--- src/rtl/aes_block_loader.sv ---
// aes_block_loader: assembles a 128-bit plaintext block and a 128-bit key
// from a byte-serial stream and presents them together as one pair.
//
// Handshakes: upstream bytes move on a rising edge with in_valid=1 and
// in_ready=1; the assembled pair moves on a rising edge with out_valid=1
// and out_ready=1. in_ready and out_valid are registers that depend only
// on the state, never combinationally on in_valid, in_sel or out_ready.
module aes_block_loader #(
    parameter int KEY_REUSE = 1
) (
    input  logic         clk,
    input  logic         rst_n,
    input  logic         in_valid,
    output logic         in_ready,
    input  logic [7:0]   in_byte,
    input  logic         in_sel,
    output logic         out_valid,
    input  logic         out_ready,
    output logic [127:0] plain_text,
    output logic [127:0] key,
    output logic         err
);

    typedef enum logic {
        FILL = 1'b0,
        HOLD = 1'b1
    } state_t;

    state_t      state;
    logic [4:0]  pcnt;
    logic [4:0]  kcnt;

    logic        accept;
    logic        p_full;
    logic        k_full;
    logic        take_p;
    logic        take_k;
    logic        overflow;
    logic [4:0]  pcnt_nxt;
    logic [4:0]  kcnt_nxt;
    logic        done;
    logic [6:0]  p_lo;
    logic [6:0]  k_lo;

    // Accept/overflow decode and the low bit position of the next byte
    // slot; the first byte of a buffer lands in the top byte (MSB-first).
    always_comb begin
        accept   = in_valid & in_ready;
        p_full   = (pcnt == 5'd16);
        k_full   = (kcnt == 5'd16);
        take_p   = accept & ~in_sel & ~p_full;
        take_k   = accept &  in_sel & ~k_full;
        overflow = accept & ((in_sel & k_full) | (~in_sel & p_full));
        pcnt_nxt = pcnt + {4'd0, take_p};
        kcnt_nxt = kcnt + {4'd0, take_k};
        done     = (take_p | take_k) & (pcnt_nxt == 5'd16) & (kcnt_nxt == 5'd16);
        p_lo     = 7'd120 - {pcnt[3:0], 3'b000};
        k_lo     = 7'd120 - {kcnt[3:0], 3'b000};
    end

    // FILL/HOLD controller with registered handshake outputs, byte counters,
    // buffers and the sticky overflow flag. Buffers are not cleared when a
    // counter clears; new bytes simply overwrite the stale ones.
    always_ff @(posedge clk or negedge rst_n) begin
        if (!rst_n) begin
            state      <= FILL;
            pcnt       <= 5'd0;
            kcnt       <= 5'd0;
            in_ready   <= 1'b0;
            out_valid  <= 1'b0;
            err        <= 1'b0;
            plain_text <= 128'd0;
            key        <= 128'd0;
        end else begin
            case (state)
                FILL: begin
                    // in_ready rises on the first edge after reset release.
                    in_ready <= 1'b1;
                    if (take_p) begin
                        plain_text[p_lo +: 8] <= in_byte;
                        pcnt                  <= pcnt_nxt;
                    end
                    if (take_k) begin
                        key[k_lo +: 8] <= in_byte;
                        kcnt           <= kcnt_nxt;
                    end
                    if (overflow) begin
                        err <= 1'b1;
                    end
                    if (done) begin
                        state     <= HOLD;
                        in_ready  <= 1'b0;
                        out_valid <= 1'b1;
                    end
                end
                HOLD: begin
                    // Offered bytes are ignored here; the pair stays frozen.
                    if (out_ready) begin
                        state     <= FILL;
                        in_ready  <= 1'b1;
                        out_valid <= 1'b0;
                        pcnt      <= 5'd0;
                        if (KEY_REUSE == 0) begin
                            kcnt <= 5'd0;
                        end
                    end
                end
                default: begin
                    state <= FILL;
                end
            endcase
        end
    end

endmodule

--- config.mk ---
export PLATFORM = sky130hd
export DESIGN_NAME = aes_block_loader
export DESIGN_NICKNAME = d
export VERILOG_FILES = /design/src/rtl/aes_block_loader.sv
export SDC_FILE = /design/constraint.sdc
export NUM_CORES = 1
export LEC_CHECK = 0
export ABC_AREA = 1
export BUFFER_PORTS_ARGS = -buffer_cell sky130_fd_sc_hd__buf_4
export CORE_MARGIN = 5
export CORE_UTILIZATION = 35
export CTS_CLUSTER_SIZE = 30
export DETAILED_ROUTE_END_ITERATION = 8
export HOLD_SLACK_MARGIN = 0.03
export PLACE_DENSITY = 0.65
export SLEW_MARGIN = 20
export SYNTH_ARGS = -nofsm -noshare
export SYNTH_HDL_FRONTEND = slang
export SYNTH_SLANG_ARGS = --single-unit
--- constraint.sdc ---
create_clock -name clk -period 7.4 [get_ports clk]
set_clock_uncertainty 0.2 [all_clocks]
set_input_delay 1.48 -clock clk [delete_from_list [all_inputs] [get_ports clk]]
set_output_delay 1.48 -clock clk [all_outputs]
set_load 0.05 [all_outputs]
==> results of run 1 <==
==> state kept, by name, indices dropped and copies added (netlist names) <==
signal	flops
err	1
key	128
kcnt	5
pcnt	5
out_valid	1
in_ready	1
state	1
plain_text	128
==> layout make-up <==
type	instances	area (µm²)	share of cell area, %
Sequential cell	270	6760	46.4
Multi-Input combinational cell	848	3930	27.0
Timing Repair Buffer	275	2080	14.3
Clock buffer	42	867	5.95
Tap cell	402	503	3.45
Inverter	60	231	1.59
Clock inverter	14	199	1.37
==> final timing paths <==
| kind | depth (start not counted) | slack [ps] | to |
|---|---|---|---|
| setup / recovery | 6 | 4290 | key[55]$_DFFE_PN0P_ |
| hold / removal | 2 | 270 | plain_text[82]$_DFFE_PN0P_ |
| setup reg to reg | 6 | 4290 | key[55]$_DFFE_PN0P_ |
| hold reg to reg | 2 | 270 | plain_text[82]$_DFFE_PN0P_ |
| max in group asynchronous | 2 | 5100 | plain_text[23]$_DFFE_PN0P_ |
| min in group asynchronous | 1 | 740 | key[68]$_DFFE_PN0P_ |
==> per-stage QoR <==
step / power, mW / worst slack, ps / hold WS (ps) / util [%]
after CTS: 7.67 / 4230 / 276 / 46.1
after detailed placement: 6.04 / 3750 / 261 / 42.7
final: 7.59 / 4290 / 274 / 46.1
after global routing: 7.97 / 3940 / 288 / 46.1
after global placement: 6.00 / 3840 / 257 / 42.7
after floorplan: 4.83 / 4250 / 296 / -
==> worst max-delay path: cells and delay by family, from the launching register on <==
kind / cells / cell delay, ps
buffers and inverters: 1 / 170
adders and majority gates: 1 / 570
AOI/OAI and AO/OA: 1 / 380
and+or+nand+nor: 3 / 870
DFF: 1 / 800
==> metal layers <==
layer  GRT usage (%)  share of wire [%]  vias to the layer above
met5               0                  0                        -
met4            4.28                1.8                        0
met3            5.13                8.3                       46
met2            31.0                 46                      332
met1            25.9                 43                     4587
li1                -                  -                     4547
==> cells by family (layout without fill, tap and decap cells) <==
group	count (synthesis)	count (layout)	share of synthesized area [%]
AOI/OAI and AO/OA	134	134	6.04
xor gates and xnor gates	3	3	0.401
adders and majority gates	9	9	1.00
buffers and inverters	120	391	4.97
DFF	270	270	60.1
and+or+nand+nor	702	702	27.5
==> power groups by stage <==
stage          clock [mW]  combinational [mW]  sequential, mW
6_report             1.60                3.64            2.36
5_1_grt              1.69                3.86            2.42
4_1_cts              1.64                3.67            2.36
3_5_place_dp            0                3.67            2.37
3_3_place_gp            0                3.63            2.37
2_1_floorplan           0               0.832            3.99
==> cell usage after synthesis, drive strengths merged <==
| cell | n |
|---|---|
| nand4 | 73 |
| nor3 | 21 |
| a31o | 1 |
| o21bai | 1 |
| o22ai | 2 |
| clkinv | 2 |
| inv | 58 |
| nand3 | 63 |
| dfrtp | 270 |
| xor2 | 1 |
| buf | 37 |
| nand3b | 1 |
| o21ai | 130 |
| clkbuf | 23 |
| xnor2 | 2 |
| ha | 9 |
| nor2 | 42 |
| nand2 | 502 |
==> run_results.csv, run 1 <==
group,metric,value,unit
setup_path,required,7630,ps
pwr,power_density,521,mW/mm²
global_routing,antenna_found_initial,0,
floorplanning,rows,65,
synthesis,syn_inst,1238,
finish,synthToLayoutAreaGrowth,29.6,%
floorplanning,die_h,189,µm
setup_path,critical_path_class,"register to register",
timing,slew_headroom,48.8,%
cts,cts_setup_buffers,0,
timing,hold_viol_final,0,
setup_path,crit_fanout,23,
synthesis,synth.area.top_cells,"dfrtp_1, nand2_1, o21ai_0",
placement,dp_hpwl,24.1,mm
cts,cts_root_buf,"clkbuf_16",
synthesis,syn-mean-instance-area,9.08,µm²
global_routing,grt.total_usage,19.1,%
setup_path,crit_top_cell,"nand3_1",
timing,timing.final.crit_share,42.0,%
setup_path,end_kind,"register",
pwr,max-vdd-ir-drop,0.291,mV
setup_path,path_cells,"inv_1 -> ha_1 -> nand3_1 -> nor2_1 -> nand3_1 -> o21ai_0",
floorplanning,core_area,0.0316,mm²
placement,gp_congestion,0.823,
run_status,status,"finished, final reports clean",
pwr,pwr-share-comb,47.9,%
global_routing,grt_max_degree,136,
pwr,p_sw_share,48.7,%
pwr,leakage,7.68,nW
finish,n_antenna_cell,0,
finish,finalNonFillerCells,1911,
cts,clockBufferDepth,3,
setup_path,cpPeakStageDelay,800,ps
finish,drive_gt1_share,23.9,%
placement,dpl_cell_area,0.0135,mm²
setup_path,start_kind,"register",
setup_path,crit_slowest_cell,"dfrtp_1",
timing,setup_viol,0,
cts,cts.sinks,270,
pwr,p_sw,3.70,mW
pwr,p_int,3.90,mW
synthesis,syn_nets,1260,
pwr,p_seq_share,31.0,%
hold_path,hp-start,"plain_text[82]$_DFFE_PN0P_",
detailed_routing,wl_per_cell,18.5,µm
timing,fin_crit,3110,ps
setup_path,reg2reg_from,"kcnt[0]$_DFFE_PN0P_",
detailed_routing,viasPerCell,4.98,
finish,stdcell_area,0.0146,mm²
cts,path_clk_slew,60,ps
synthesis,synth_top_area_share,60.1,%
floorplanning,dieArea,0.0358,mm²
synthesis,synth_top_area_cell,"dfrtp_1",
synthesis,synth_seq_cells,270,
timing,rsz0062_at_grt,"no",
placement,placedCellCount,1855,
job,maxCapViolCount,0,
synthesis,synth_warnings,0,
synthesis,synth.distinct_cells,35,
finish,final_cell_mix,"nand2_1, buf_4, dfrtp_1, o21ai_0, nand4_1",
setup_path,crit_path_start,"kcnt[0]$_DFFE_PN0P_",
global_routing,grt_overflow_total,0,
finish,finalNetCount,1508,
global_routing,grt_pass1_vias,9400,
detailed_routing,num_vias,9512,
synthesis,syn_area,0.0112,mm²
floorplanning,pin_count,272,
placement,port_buffers,271,
cts,cts_tree,"built",
detailed_routing,drc,0,
timing,tightest_slew,767,ps
setup_path,worstPathArrival,3340,ps
floorplanning,die_w,189,µm
cts,cts_htree_levels,1,
detailed_routing,drtIter0Drc,628,
pwr,power_frac_clock,21.0,%
timing,finalMaxSlewViolations,0,
detailed_routing,firstDrtPassIters,5,
timing,clock.fmax,322,MHz
finish,filler_cell_count,3019,
cts,clk_latency,540,ps
global_routing,grt_pass1_wl,54.9,mm
detailed_routing,drt_wl_total,35.4,mm
timing,fin_tns_setup,0,ps
hold_path,hp-class,"register to register",
floorplanning,start_util,35.5,%
cts,cts_buffers,31,
synthesis,seq_area_frac_synth,60.1,%
cts,cts_resized,0,
detailed_routing,postRouteAntennaNets,0,
finish,final_common_cell,"nand2_1",
cts,cts_hold_buf,0,
(Power assumes the default switching activity.)
==> run 2, diff against run 1 <==
--- a/config.mk
+++ b/config.mk
@@ -12,7 +12,7 @@
 export CTS_CLUSTER_SIZE = 30
 export DETAILED_ROUTE_END_ITERATION = 8
 export HOLD_SLACK_MARGIN = 0.03
-export PLACE_DENSITY = 0.65
+export PLACE_DENSITY = 0.67
 export SLEW_MARGIN = 20
 export SYNTH_ARGS = -nofsm -noshare
 export SYNTH_HDL_FRONTEND = slang
==> constraint.sdc (replaced) <==
create_clock -name clk -period 2.57 [get_ports clk]
set_clock_uncertainty 0.2 [all_clocks]
set_input_delay 0.514 -clock clk [delete_from_list [all_inputs] [get_ports clk]]
set_output_delay 0.514 -clock clk [all_outputs]
set_load 0.05 [all_outputs]
==> run 2 against run 1 <==
Critical path depth rose by 7. Die area is the same. Register-to-register slack worse by 4100 ps.
==> run_results.csv, run 2 (synthesized netlist as in run 1, its figures left out) <==
group,metric,value,unit
finish,reg_top3,"key (128), plain_text (128)",
global_routing,antenna_found_initial,1,
cts,clk_latency,540,ps
detailed_routing,wl_per_cell,18.3,µm
cts,clockBufferDepth,3,
finish,final_cell_mix,"nand2_1, buf_4, dfrtp_1, o21ai_0, nand4_1",
setup_path,required,2790,ps
timing,rsz0062_at_grt,"yes",
floorplanning,rows,65,
cts,cts_root_buf,"clkbuf_16",
job,maxCapViolCount,0,
placement,dp_hpwl,25.5,mm
global_routing,grt_max_degree,58,
timing,hold_viol_final,0,
detailed_routing,drtIter0Drc,635,
setup_path,reg2reg_from,"pcnt[1]$_DFFE_PN0P_",
finish,finalNetCount,1562,
cts,path_clk_slew,60,ps
pwr,leakage,7.85,nW
hold_path,hp-class,"input pin to register",
global_routing,grt_pass1_wl,56.1,mm
cts,cts_htree_levels,1,
global_routing,grt_overflow_total,0,
setup_path,worstPathArrival,2640,ps
pwr,max-vdd-ir-drop,0.915,mV
timing,fin_hold_ws,157,ps
cts,cts.sinks,270,
finish,synthToLayoutAreaGrowth,32.1,%
floorplanning,dieArea,0.0358,mm²
setup_path,worstRegToRegCells,13,
global_routing,grt_pass1_vias,9843,
hold_path,hold_depth,4,
finish,regArea,0.00676,mm²
floorplanning,start_util,35.5,%
finish,drive_gt1_share,26.1,%
floorplanning,die_h,189,µm
timing,timing.final.crit_share,94.3,%
floorplanning,core_area,0.0316,mm²
detailed_routing,drt_wl_total,35.9,mm
finish,filler_cell_count,2976,
timing,clock.fmax,413,MHz
setup_path,start_kind,"register",
finish,multi_input_area,0.00395,mm²
detailed_routing,viasPerCell,4.97,
cts,cts_tree,"built",
timing,slew_headroom,57.3,%
placement,dpl_cell_area,0.0140,mm²
setup_path,critical_path_class,"register to register",
run_status,status,"finished, final reports clean",
detailed_routing,drc,0,
pwr,power_density,1440,mW/mm²
finish,final_common_cell,"nand2_1",
detailed_routing,postRouteAntennaNets,0,
finish,fin_util,47.0,%
placement,gp_congestion,0.900,
finish,n_antenna_cell,0,
floorplanning,pin_count,272,
timing,fin_crit,2420,ps
setup_path,crit_path_start,"pcnt[1]$_DFFE_PN0P_",
detailed_routing,firstDrtPassIters,5,
floorplanning,die_w,189,µm
timing,setup_ws,147,ps
timing,tightest_slew,635,ps
detailed_routing,num_vias,9765,
timing,setup_viol,0,
timing,finalMaxSlewViolations,0,
global_routing,grt.total_usage,19.5,%
placement,port_buffers,271,
setup_path,crit_fanout,4,
placement,place_ws,62.2,ps
cts,cts_buffers,29,
finish,stdcell_area,0.0149,mm²
hold_path,hp-start,"in_valid",
setup_path,end_kind,"register",
==> run 2: changes by cell type in the layout (fill, tap and decap cells not counted), sizes merged <==
cell / delta
clkinv: -4
dlygate4sd3: +2
buf: +54
clkinvlp: +1
bufinv: -5
clkbuf: +5
==> run 2: final cells by class <==
class	count	share of cell area, %
Clock buffer	47	5.61
Sequential cell	270	45.5
Inverter	60	1.56
Tap cell	402	3.39
Timing Repair Buffer	331	17.1
Clock inverter	6	0.219
Multi-Input combinational cell	848	26.6
==> run 2: where the power goes <==
group / internal, mW / switching [mW]
clock: 2.20 / 1.67
sequential: 5.71 / 1.01
combinational: 2.92 / 7.95
total: 10.8 / 10.6
==> run 2: metrics by stage <==
step                instances  total power, mW  setup TNS (ps)
floorplan                1238             13.9               0
global placement         1908             17.5               0
detailed placement       1908             17.7               0
CTS                      1963             21.6               0
global route             1964             22.5            -310
finish                   1964             21.5               0
==> run 2: critical path, cell delays in order (launching register included) <==
cell	delay [ps]
dfrtp_2	430
inv_1	70
ha_1	170
nand3_2	120
nand2_1	110
inv_1	70
ha_1	210
ha_1	320
nor2_1	110
nand3b_1	80
nor2_1	100
nand2_1	80
o21bai_1	170
nand2_1	70
==> run 2: layer usage <==
metal	up-vias	track usage (%)	wire, µm
met5	-	0	0
met4	0	5.29	928
met3	65	4.31	2740
met2	349	31.9	16700
met1	4717	26.4	15500
li1	4634	-	-
==> run 2: worst paths after layout <==
kind                                                    to  slack (ps)
worst max register to register        in_ready$_DFFE_PN0P_         150
max in group asynchronous       plain_text[71]$_DFFE_PN0P_        1150
worst max-delay path                  in_ready$_DFFE_PN0P_         150
worst min register to register  plain_text[82]$_DFFE_PN0P_         280
worst min-delay path                       err$_DFFE_PN0P_         160
min in group asynchronous             key[127]$_DFFE_PN0P_         320
==> run 2: timing repair <==
action / in CTS / in global routing
hold buffers: 2 / 0
endpoints found under the setup margin: 0 / 60
gates resized for setup: 0 / 3
endpoints found under the hold margin: 51 / 0
buffers inserted: 0 / 1
